===== config.mk =====
export PLATFORM = sky130hd
export DESIGN_NAME = seq_detector_prog_flat
export DESIGN_NICKNAME = d
export VERILOG_FILES = /design/src/rtl/seq_det_pkg.sv /design/src/rtl/seq_detector_prog_if.sv /design/src/rtl/seq_detector_prog_sat_counter.sv /design/src/rtl/seq_detector_prog.sv /design/src/flat_wrapper.sv
export SDC_FILE = /design/constraint.sdc
export NUM_CORES = 1
export LEC_CHECK = 0
export CELL_PAD_IN_SITES_DETAIL_PLACEMENT = 0
export CELL_PAD_IN_SITES_GLOBAL_PLACEMENT = 1
export CORE_ASPECT_RATIO = 1.25
export CORE_MARGIN = 2
export CORE_UTILIZATION = 41
export DETAILED_ROUTE_END_ITERATION = 8
export MAX_ROUTING_LAYER = met4
export PLACE_DENSITY_LB_ADDON = 0.1
export RECOVER_POWER = 50
export SLEW_MARGIN = 20
export SYNTH_ARGS = -nofsm -noshare
export SYNTH_HDL_FRONTEND = slang
export SYNTH_SLANG_ARGS = --single-unit

===== constraint.sdc =====
create_clock -name clk -period 3.77 [get_ports clk]
set_input_delay 1.131 -clock clk [delete_from_list [all_inputs] [get_ports clk]]
set_output_delay 1.131 -clock clk [all_outputs]
set_load 0.005 [all_outputs]

===== src/rtl/seq_det_pkg.sv =====
// Shared constants and helpers for the programmable serial pattern detector.
package seq_det_pkg;

    localparam int          MAX_LEN_DEF     = 8;
    localparam int          CNT_W_DEF       = 8;
    localparam logic [7:0]  RST_PATTERN_DEF = 8'b0000_1011;
    localparam int          RST_LEN_DEF     = 4;
    localparam logic        RST_OVERLAP_DEF = 1'b1;

    // Limit a requested pattern length to the hardware window.
    function automatic int unsigned clamp_len(input int unsigned len, input int unsigned max_len);
        return (len > max_len) ? max_len : len;
    endfunction

    // Low-bit mask with 'len' ones; callers truncate it to their window width.
    function automatic logic [31:0] mask_bits(input int unsigned len);
        if (len >= 32) begin
            return '1;
        end
        return (32'd1 << len) - 32'd1;
    endfunction

endpackage


===== src/rtl/seq_detector_prog_if.sv =====
// Config, serial input and result signals of the pattern detector.
// Input qualification: a bit is consumed on a rising clk edge when in_valid=1
// and cfg_load=0; there is no back-pressure, so the detector never stalls
// the sender. detected is a one-cycle pulse with no acknowledge.
interface seq_detector_prog_if
    import seq_det_pkg::*;
#(
    parameter int MAX_LEN = MAX_LEN_DEF,
    parameter int LEN_W   = $clog2(MAX_LEN + 1),
    parameter int CNT_W   = CNT_W_DEF
);
    logic               cfg_load;
    logic [MAX_LEN-1:0] cfg_pattern;
    logic [LEN_W-1:0]   cfg_len;
    logic               cfg_overlap;
    logic               in_valid;
    logic               in_bit;
    logic               cnt_clr;
    logic               detected;
    logic [CNT_W-1:0]   match_count;
    logic [LEN_W-1:0]   cur_len;

    modport master (
        output cfg_load, cfg_pattern, cfg_len, cfg_overlap,
        output in_valid, in_bit, cnt_clr,
        input  detected, match_count, cur_len
    );

    modport slave (
        input  cfg_load, cfg_pattern, cfg_len, cfg_overlap,
        input  in_valid, in_bit, cnt_clr,
        output detected, match_count, cur_len
    );
endinterface


===== src/rtl/seq_detector_prog_sat_counter.sv =====
// Saturating up-counter with synchronous clear; clear wins over increment.
module sat_counter #(
    parameter int W = 8
) (
    input  logic         clk,
    input  logic         rst,
    input  logic         clr,
    input  logic         inc,
    output logic [W-1:0] count
);
    logic [W-1:0] count_q;

    // Count up on inc, hold at all-ones, clear on request.
    always_ff @(posedge clk or posedge rst) begin
        if (rst) begin
            count_q <= '0;
        end else if (clr) begin
            count_q <= '0;
        end else if (inc && (count_q != '1)) begin
            count_q <= count_q + W'(1);
        end
    end

    assign count = count_q;
endmodule


===== src/rtl/seq_detector_prog.sv =====
// Runtime-programmable serial bit-pattern detector with registered detect
// pulse and saturating match counter.
module seq_detector_prog
    import seq_det_pkg::*;
#(
    parameter int               MAX_LEN     = MAX_LEN_DEF,
    parameter int               LEN_W       = $clog2(MAX_LEN + 1),
    parameter int               CNT_W       = CNT_W_DEF,
    parameter logic [MAX_LEN-1:0] RST_PATTERN = MAX_LEN'(RST_PATTERN_DEF),
    parameter int               RST_LEN     = RST_LEN_DEF,
    parameter logic             RST_OVERLAP = RST_OVERLAP_DEF
) (
    input logic               clk,
    input logic               rst,
    seq_detector_prog_if.slave bus
);
    // The oldest window bit is shifted out on every accepted bit, so only
    // MAX_LEN-1 bits of history need storing; cand rebuilds the full window.
    logic [MAX_LEN-2:0] hist_q;
    logic [MAX_LEN-1:0] pat_q;
    logic [MAX_LEN-1:0] cand;
    logic [MAX_LEN-1:0] mask;
    logic [LEN_W-1:0]   len_q;
    logic [LEN_W-1:0]   fill_q;
    logic [LEN_W-1:0]   fill_inc;
    logic [LEN_W-1:0]   cfg_len_cl;
    logic [LEN_W:0]     fill_p1;
    logic               ovl_q;
    logic               det_q;
    logic               accept;
    logic               match;
    logic [CNT_W-1:0]   count;

    // Candidate window, length mask and match decision for the incoming bit.
    always_comb begin
        accept     = bus.in_valid & ~bus.cfg_load;
        cand       = {hist_q, bus.in_bit};
        mask       = MAX_LEN'(mask_bits(32'(len_q)));
        fill_p1    = {1'b0, fill_q} + (LEN_W + 1)'(1);
        fill_inc   = (fill_q >= LEN_W'(MAX_LEN)) ? fill_q : fill_p1[LEN_W-1:0];
        cfg_len_cl = LEN_W'(clamp_len(32'(bus.cfg_len), MAX_LEN));
        match      = accept
                     && (len_q != '0)
                     && (fill_p1 >= {1'b0, len_q})
                     && ((cand & mask) == (pat_q & mask));
    end

    // Configuration registers, reloaded only by cfg_load.
    always_ff @(posedge clk or posedge rst) begin
        if (rst) begin
            pat_q <= RST_PATTERN;
            len_q <= LEN_W'(RST_LEN);
            ovl_q <= RST_OVERLAP;
        end else if (bus.cfg_load) begin
            pat_q <= bus.cfg_pattern;
            len_q <= cfg_len_cl;
            ovl_q <= bus.cfg_overlap;
        end
    end

    // History shift and fill tracking; a non-overlap match restarts the fill.
    always_ff @(posedge clk or posedge rst) begin
        if (rst) begin
            hist_q <= '0;
            fill_q <= '0;
        end else if (bus.cfg_load) begin
            hist_q <= '0;
            fill_q <= '0;
        end else if (accept) begin
            hist_q <= cand[MAX_LEN-2:0];
            fill_q <= (match && !ovl_q) ? '0 : fill_inc;
        end
    end

    // One-cycle detect pulse, one clock after the completing bit.
    always_ff @(posedge clk or posedge rst) begin
        if (rst) begin
            det_q <= 1'b0;
        end else begin
            det_q <= match;
        end
    end

    sat_counter #(
        .W(CNT_W)
    ) u_match_cnt (
        .clk  (clk),
        .rst  (rst),
        .clr  (bus.cnt_clr),
        .inc  (match),
        .count(count)
    );

    assign bus.detected    = det_q;
    assign bus.match_count = count;
    assign bus.cur_len     = len_q;
endmodule


===== src/flat_wrapper.sv =====
// flat-port wrapper written by rule: the top's interface ports become plain ports
module seq_detector_prog_flat import seq_det_pkg::*;
#(
    parameter int               MAX_LEN     = MAX_LEN_DEF,
    parameter int               LEN_W       = $clog2(MAX_LEN + 1),
    parameter int               CNT_W       = CNT_W_DEF,
    parameter logic [MAX_LEN-1:0] RST_PATTERN = MAX_LEN'(RST_PATTERN_DEF),
    parameter int               RST_LEN     = RST_LEN_DEF,
    parameter logic             RST_OVERLAP = RST_OVERLAP_DEF
)
  (clk, rst, bus_cfg_load, bus_cfg_pattern, bus_cfg_len, bus_cfg_overlap, bus_in_valid, bus_in_bit, bus_cnt_clr, bus_detected, bus_match_count, bus_cur_len);
  seq_detector_prog_if #(.MAX_LEN(MAX_LEN), .LEN_W(LEN_W), .CNT_W(CNT_W)) bus_i ();
  input logic clk;
  input logic rst;
  input wire logic [$bits(bus_i.cfg_load)-1:0] bus_cfg_load;
  input wire logic [$bits(bus_i.cfg_pattern)-1:0] bus_cfg_pattern;
  input wire logic [$bits(bus_i.cfg_len)-1:0] bus_cfg_len;
  input wire logic [$bits(bus_i.cfg_overlap)-1:0] bus_cfg_overlap;
  input wire logic [$bits(bus_i.in_valid)-1:0] bus_in_valid;
  input wire logic [$bits(bus_i.in_bit)-1:0] bus_in_bit;
  input wire logic [$bits(bus_i.cnt_clr)-1:0] bus_cnt_clr;
  output wire logic [$bits(bus_i.detected)-1:0] bus_detected;
  output wire logic [$bits(bus_i.match_count)-1:0] bus_match_count;
  output wire logic [$bits(bus_i.cur_len)-1:0] bus_cur_len;
  assign bus_i.cfg_load = bus_cfg_load;
  assign bus_i.cfg_pattern = bus_cfg_pattern;
  assign bus_i.cfg_len = bus_cfg_len;
  assign bus_i.cfg_overlap = bus_cfg_overlap;
  assign bus_i.in_valid = bus_in_valid;
  assign bus_i.in_bit = bus_in_bit;
  assign bus_i.cnt_clr = bus_cnt_clr;
  assign bus_detected = bus_i.detected;
  assign bus_match_count = bus_i.match_count;
  assign bus_cur_len = bus_i.cur_len;
  seq_detector_prog #(.MAX_LEN(MAX_LEN), .LEN_W(LEN_W), .CNT_W(CNT_W), .RST_PATTERN(RST_PATTERN), .RST_LEN(RST_LEN), .RST_OVERLAP(RST_OVERLAP)) u_core (.clk(clk), .rst(rst), .bus(bus_i));
endmodule

==> impl_metrics.py, run 1 <==
metrics = {
    "timing": {
        "hold_viol": 0,
        "drv_slew": 34,
        "timing.fmax_mhz": 311.3,
        "finalCritPeriodShare": 0.8522,
        "relSlewSlack": -0.1712,
        "worst_pin_slew_ns": 1.757,
        "post-route-min-period_ns": 3.213,
        "setup-tns-final_ns": 0,
        "holdWs_ns": 0.5361,
        "finClkSkew_ns": 0.004790,
        "setup_violations": 0,
        "rsz0062_at_grt": "no",
    },
    "detailed_routing": {
        "via_count": 1429,
        "dr.pass1.iters": 4,
        "final_antenna_net_count": 0,
        "routed_wl_um": 3820,
        "post_drt_wl_per_cell_um": 14.20,
        "via_per_inst": 5.312,
        "drc": 0,
        "drtIter0Drc": 44,
    },
    "floorplan": {
        "initial_core_util": 0.4251,
        "core_area_um2": 4392,
        "io_pins": 32,
        "die_area_um2": 5112,
        "die_x_um": 64.36,
        "die_h_um": 79.44,
        "rows": 27,
    },
    "placement": {
        "placed_cells": 261,
        "port_buffers": 31,
        "dpl.hpwl_um": 2756,
        "place.gp.congestion": 0.7732,
    },
    "clock_tree": {
        "clockBufferDepth": 2,
        "h-tree-depth": 2,
        "numClockSinks": 33,
        "cts_buffers": 5,
        "tritoncts": "yes",
        "clk_pin_slew_ns": 0.07,
        "worstSkewPairLatency_ns": 0.28,
        "post_cts_buffers": 0,
        "cts-root-buf": "clkbuf_8",
        "hold_buffers": 0,
        "ctsResizeCount": 0,
    },
    "synth": {
        "synth_top_area_cell": "dfrtp_1",
        "yosysUniqueCellTypes": 43,
        "syn_avg_cell_area_um2": 10.43,
        "synth_edf_count": 0,
        "yosys_warnings": 0,
        "synth.net_count": 206,
        "synth-seq-cells": 33,
        "netlist_instances": 179,
        "seq_area_frac_synth": 0.4457,
        "syn_area_um2": 1867,
        "synth.area.top_cells": "dfrtp_1, dfstp_2, mux2_2",
        "ys_async_sr_fraction": 1.000,
        "ys.flop_type": "dfrtp_1",
        "synth_top_area_frac": 0.3753,
    },
    "hold_path": {
        "min_from": "u_core.pat_q[5]",
        "min_delay_worst_endpoint": "u_core.pat_q[5]",
        "hp-class": "reg2reg",
        "min_delay_path_depth": 1,
    },
    "worst_setup_path": {
        "worst-path-max-fanout": 14,
        "worst-r2r-setup-slack_ns": 0.56,
        "r2r_cells": 8,
        "r2r_start": "u_core.bus.cur_len[1]",
        "required_ns": 3.97,
        "critPathKind": "reg2reg",
        "critPathLaunchType": "register",
        "arrival_ns": 3.41,
        "timing.rr.end": "u_core.u_match_cnt.count[6]",
        "critPathCaptureType": "register",
    },
    "power": {
        "ir_drop_mv": 0.1926,
        "p_leak_nw": 0.9732,
        "power.density_nw_per_um2": 339.3,
    },
    "cells_and_area": {
        "layout_common_cells": "clkdlybuf4s50_1, dfrtp_1, nor2_1",
        "fin_cells": 269,
        "antenna_cells": 0,
        "drive_above_1_share": 0.1280,
        "fin_util": 0.5214,
        "fillers": 435,
        "area_growth_pct": 22.65,
        "final_net_count": 237,
    },
    "global_route": {
        "grt_max_degree": 34,
        "gr-total-overflow": 0,
        "grt_pass1_vias": 1418,
        "track_usage": 0.1709,
        "grt_first_pass_wirelength_um": 6644,
        "antenna_found_initial": 0,
    },
    "flow_run": {
        "drv_cap": 1,
    },
    "run_status": {
        "status": "complete, but fails checks",
        "failed_checks": "capacitance limit, slew limit",
    },
}
stage by stage:
step | instance area, um2 | power (mW) | setup WS (ns)
3_3_place_gp | 2218 | 0.5335 | 0.5565
2_1_floorplan | 1867 | 0.4870 | 0.8592
4_1_cts | 2301 | 0.7918 | 0.5324
6_report | 2290 | 0.7770 | 0.5574
3_5_place_dp | 2218 | 0.5370 | 0.4451
5_1_grt | 2290 | 0.8212 | 0.3382
area by class of cell:
class,count,area [um2],area share
timing repair buffer,34,321.6,0.1404
inverter,9,33.78,0.01475
clock buffer,6,72.57,0.03169
clock inverter,2,10.01,0.004372
sequential,33,832.0,0.3634
multi-input combinational,127,947.2,0.4137
tap,58,72.57,0.03169
worst max path at each step:
| stage | start | endpoint | slack [ns] | cells after the start |
|---|---|---|---|---|
| floorplan | u_core.bus.cur_len[2] | u_core.u_match_cnt.count[7] | 0.86 | 10 |
| global placement | bus_in_bit | u_core.u_match_cnt.count[4] | 0.56 | 7 |
| detailed placement | bus_in_bit | u_core.u_match_cnt.count[6] | 0.45 | 7 |
| CTS | u_core.bus.cur_len[1] | u_core.u_match_cnt.count[6] | 0.53 | 8 |
| global route | u_core.bus.cur_len[1] | u_core.u_match_cnt.count[6] | 0.34 | 8 |
| finish | u_core.bus.cur_len[1] | u_core.u_match_cnt.count[6] | 0.56 | 8 |
flip-flops by register name, indices dropped and copies added (netlist names):
name and count:
u_core.pat_q 8, u_core.u_match_cnt.count 8, u_core.hist_q 7, u_core.bus.cur_len 4, u_core.fill_q 4, u_core.bus.detected 1, u_core.ovl_q 1
kinds of logic after synthesis:
kind of cell,count (synthesis),share of synthesized area
compound gates,32,0.1206
xor+xnor,11,0.05161
fa+ha+maj,8,0.05362
buf+inv,19,0.04691
flops,33,0.4457
mux,19,0.1093
simple gates,57,0.1723
routing by layer:
metal  track usage  share of wire
met1        0.2194           0.46
met2        0.2781           0.50
met3       0.03385          0.030
met4       0.04468         0.0081
met5             -              0
worst max-delay path, cell delays in order (launching register included):
cell	delay, ns
dfrtp_1	0.48
or4_2	0.71
ha_1	0.31
and3_1	0.21
a221oi_1	0.20
o32a_1	0.22
nand4_2	0.29
or4_1	0.57
a21oi_1	0.15
power breakdown:
group / leakage (nW) / internal (mW) / switching [mW]
clock: 0.0450 / 0.128 / 0.122
combinational: 0.502 / 0.0701 / 0.0604
sequential: 0.426 / 0.375 / 0.0214
synthesized netlist by cell type (2+ instances only):
cell type  number
a32o_1          2
a21oi_1         7
mux2i_1         8
xor2_1          5
o31ai_1         5
nand2_1         4
nand2b_1        4
dfrtp_1        28
dfstp_2         5
ha_1            8
a211oi_1        2
nand3_1         6
nor3_1          7
nor2_1         13
clkbuf_1        6
o22ai_1         4
nor2b_1         5
mux2_2         11
or4_1           5
buf_6           2
and3_1          4
o21ai_0         4
xnor2_1         6
inv_1           9
(Power assumes the default switching activity.)
==> run 2: changes to the inputs <==
--- a/config.mk
+++ b/config.mk
@@ -7,13 +7,12 @@
 export LEC_CHECK = 0
 export CELL_PAD_IN_SITES_DETAIL_PLACEMENT = 0
 export CELL_PAD_IN_SITES_GLOBAL_PLACEMENT = 1
-export CORE_ASPECT_RATIO = 1.25
+export CORE_ASPECT_RATIO = 0.7
 export CORE_MARGIN = 2
 export CORE_UTILIZATION = 41
 export DETAILED_ROUTE_END_ITERATION = 8
 export MAX_ROUTING_LAYER = met4
 export PLACE_DENSITY_LB_ADDON = 0.1
-export RECOVER_POWER = 50
 export SLEW_MARGIN = 20
 export SYNTH_ARGS = -nofsm -noshare
 export SYNTH_HDL_FRONTEND = slang
==> impl_metrics.py, run 2 (synthesized netlist as in run 1, its figures left out) <==
metrics = {
    "clock_tree": {
        "clk_pin_slew_ns": 0.07,
        "numClockSinks": 33,
        "cts_buffers": 5,
        "post_cts_buffers": 0,
        "clockBufferDepth": 2,
        "hold_buffers": 0,
        "cts-root-buf": "clkbuf_8",
        "h-tree-depth": 2,
        "ctsResizeCount": 0,
        "worstSkewPairLatency_ns": 0.29,
        "tritoncts": "yes",
    },
    "timing": {
        "timing.fmax_mhz": 306.2,
        "setup_violations": 0,
        "holdWs_ns": 0.5389,
        "setup-tns-final_ns": 0,
        "rsz0062_at_grt": "no",
        "hold_viol": 0,
        "drv_slew": 0,
        "relSlewSlack": 0.7119,
        "worst_pin_slew_ns": 0.4321,
        "finalCritPeriodShare": 0.8662,
        "post-route-min-period_ns": 3.265,
        "finClkSkew_ns": 0.005513,
    },
    "cells_and_area": {
        "fin_cells": 266,
        "final_net_count": 237,
        "layout_common_cells": "clkdlybuf4s50_1, dfrtp_1, nor2_1",
        "multi_input_area_um2": 947.2,
        "fillers": 410,
        "register_area_um2": 832.0,
        "drive_above_1_share": 0.1422,
        "final_common_cell": "clkdlybuf4s50_1",
        "stdcell_area_um2": 2297,
        "area_growth_pct": 23.06,
        "antenna_cells": 0,
    },
    "floorplan": {
        "initial_core_util": 0.4287,
        "rows": 20,
        "io_pins": 32,
        "die_area_um2": 5118,
        "die_h_um": 60.46,
        "die_x_um": 84.65,
        "core_area_um2": 4354,
    },
    "global_route": {
        "track_usage": 0.1836,
        "grt_max_degree": 34,
        "antenna_found_initial": 0,
        "grt_pass1_vias": 1458,
        "gr-total-overflow": 0,
        "grt_first_pass_wirelength_um": 6893,
    },
    "hold_path": {
        "hp-class": "reg2reg",
    },
    "worst_setup_path": {
        "arrival_ns": 3.48,
        "critPathKind": "reg2reg",
        "required_ns": 3.98,
        "critPathLaunchType": "register",
        "worst-path-max-fanout": 14,
        "critPathCaptureType": "register",
    },
    "detailed_routing": {
        "via_count": 1452,
        "post_drt_wl_per_cell_um": 15.38,
        "via_per_inst": 5.459,
        "drtIter0Drc": 94,
        "final_antenna_net_count": 0,
        "dr.pass1.iters": 5,
        "drc": 0,
        "routed_wl_um": 4090,
    },
    "power": {
        "p_leak_nw": 0.9832,
        "ir_drop_mv": 0.1871,
        "power.density_nw_per_um2": 344.3,
        "power_mw": 0.7910,
    },
    "flow_run": {
        "drv_cap": 0,
    },
    "placement": {
        "dpl.hpwl_um": 2953,
        "port_buffers": 31,
        "placed_cells": 258,
        "place.gp.congestion": 0.8766,
        "place_area_um2": 2215,
    },
    "run_status": {
        "status": "complete, no violations",
    },
}
-- run 2: path summary, 6_finish.rpt --
check                                           start                           to  slack, ns  cells past startpoint
worst max-delay path            u_core.bus.cur_len[1]  u_core.u_match_cnt.count[6]       0.50                      8
worst min-delay path                  u_core.pat_q[7]              u_core.pat_q[7]       0.54                      1
worst max register to register  u_core.bus.cur_len[1]  u_core.u_match_cnt.count[6]       0.50                      8
worst min register to register        u_core.pat_q[7]              u_core.pat_q[7]       0.54                      1
max in group asynchronous                         rst              u_core.pat_q[3]       2.20                      3
min in group asynchronous                         rst  u_core.u_match_cnt.count[7]       1.23                      3
-- run 2: cell type report --
class / count / area share
repair buffers: 34 / 0.1449
well taps: 55 / 0.02996
inverters: 9 / 0.01471
multi-input cells: 127 / 0.4123
clock buffers: 6 / 0.03159
flip-flops and latches: 33 / 0.3622
clock inverters: 2 / 0.004357
-- run 2: critical path: stages (launching register included) --
cell,delay (ns)
dfrtp_1,0.48
or4_2,0.73
ha_1,0.32
and3_1,0.21
a221oi_1,0.22
o32a_1,0.22
nand4_2,0.27
or4_1,0.58
a21oi_1,0.16
-- run 2: per-stage QoR --
step	setup WS, ns	utilization
after floorplan	0.8592	-
after global placement	0.5229	0.5086
after detailed placement	0.3917	0.5086
after CTS	0.5200	0.5276
after global routing	0.2684	0.5276
final	0.5046	0.5276
-- run 2: routing by layer --
metal / vias up / routed length [um] / track usage
met5: - / 0 / -
met4: 0 / 42 / 0.06349
met3: 5 / 175 / 0.04626
met2: 29 / 1730 / 0.2722
met1: 698 / 2142 / 0.2477
li1: 720 / - / -
-- run 2: power breakdown --
part	switching, mW	internal (mW)
sequential	0.0212	0.375
clock	0.133	0.128
combinational	0.0618	0.0720
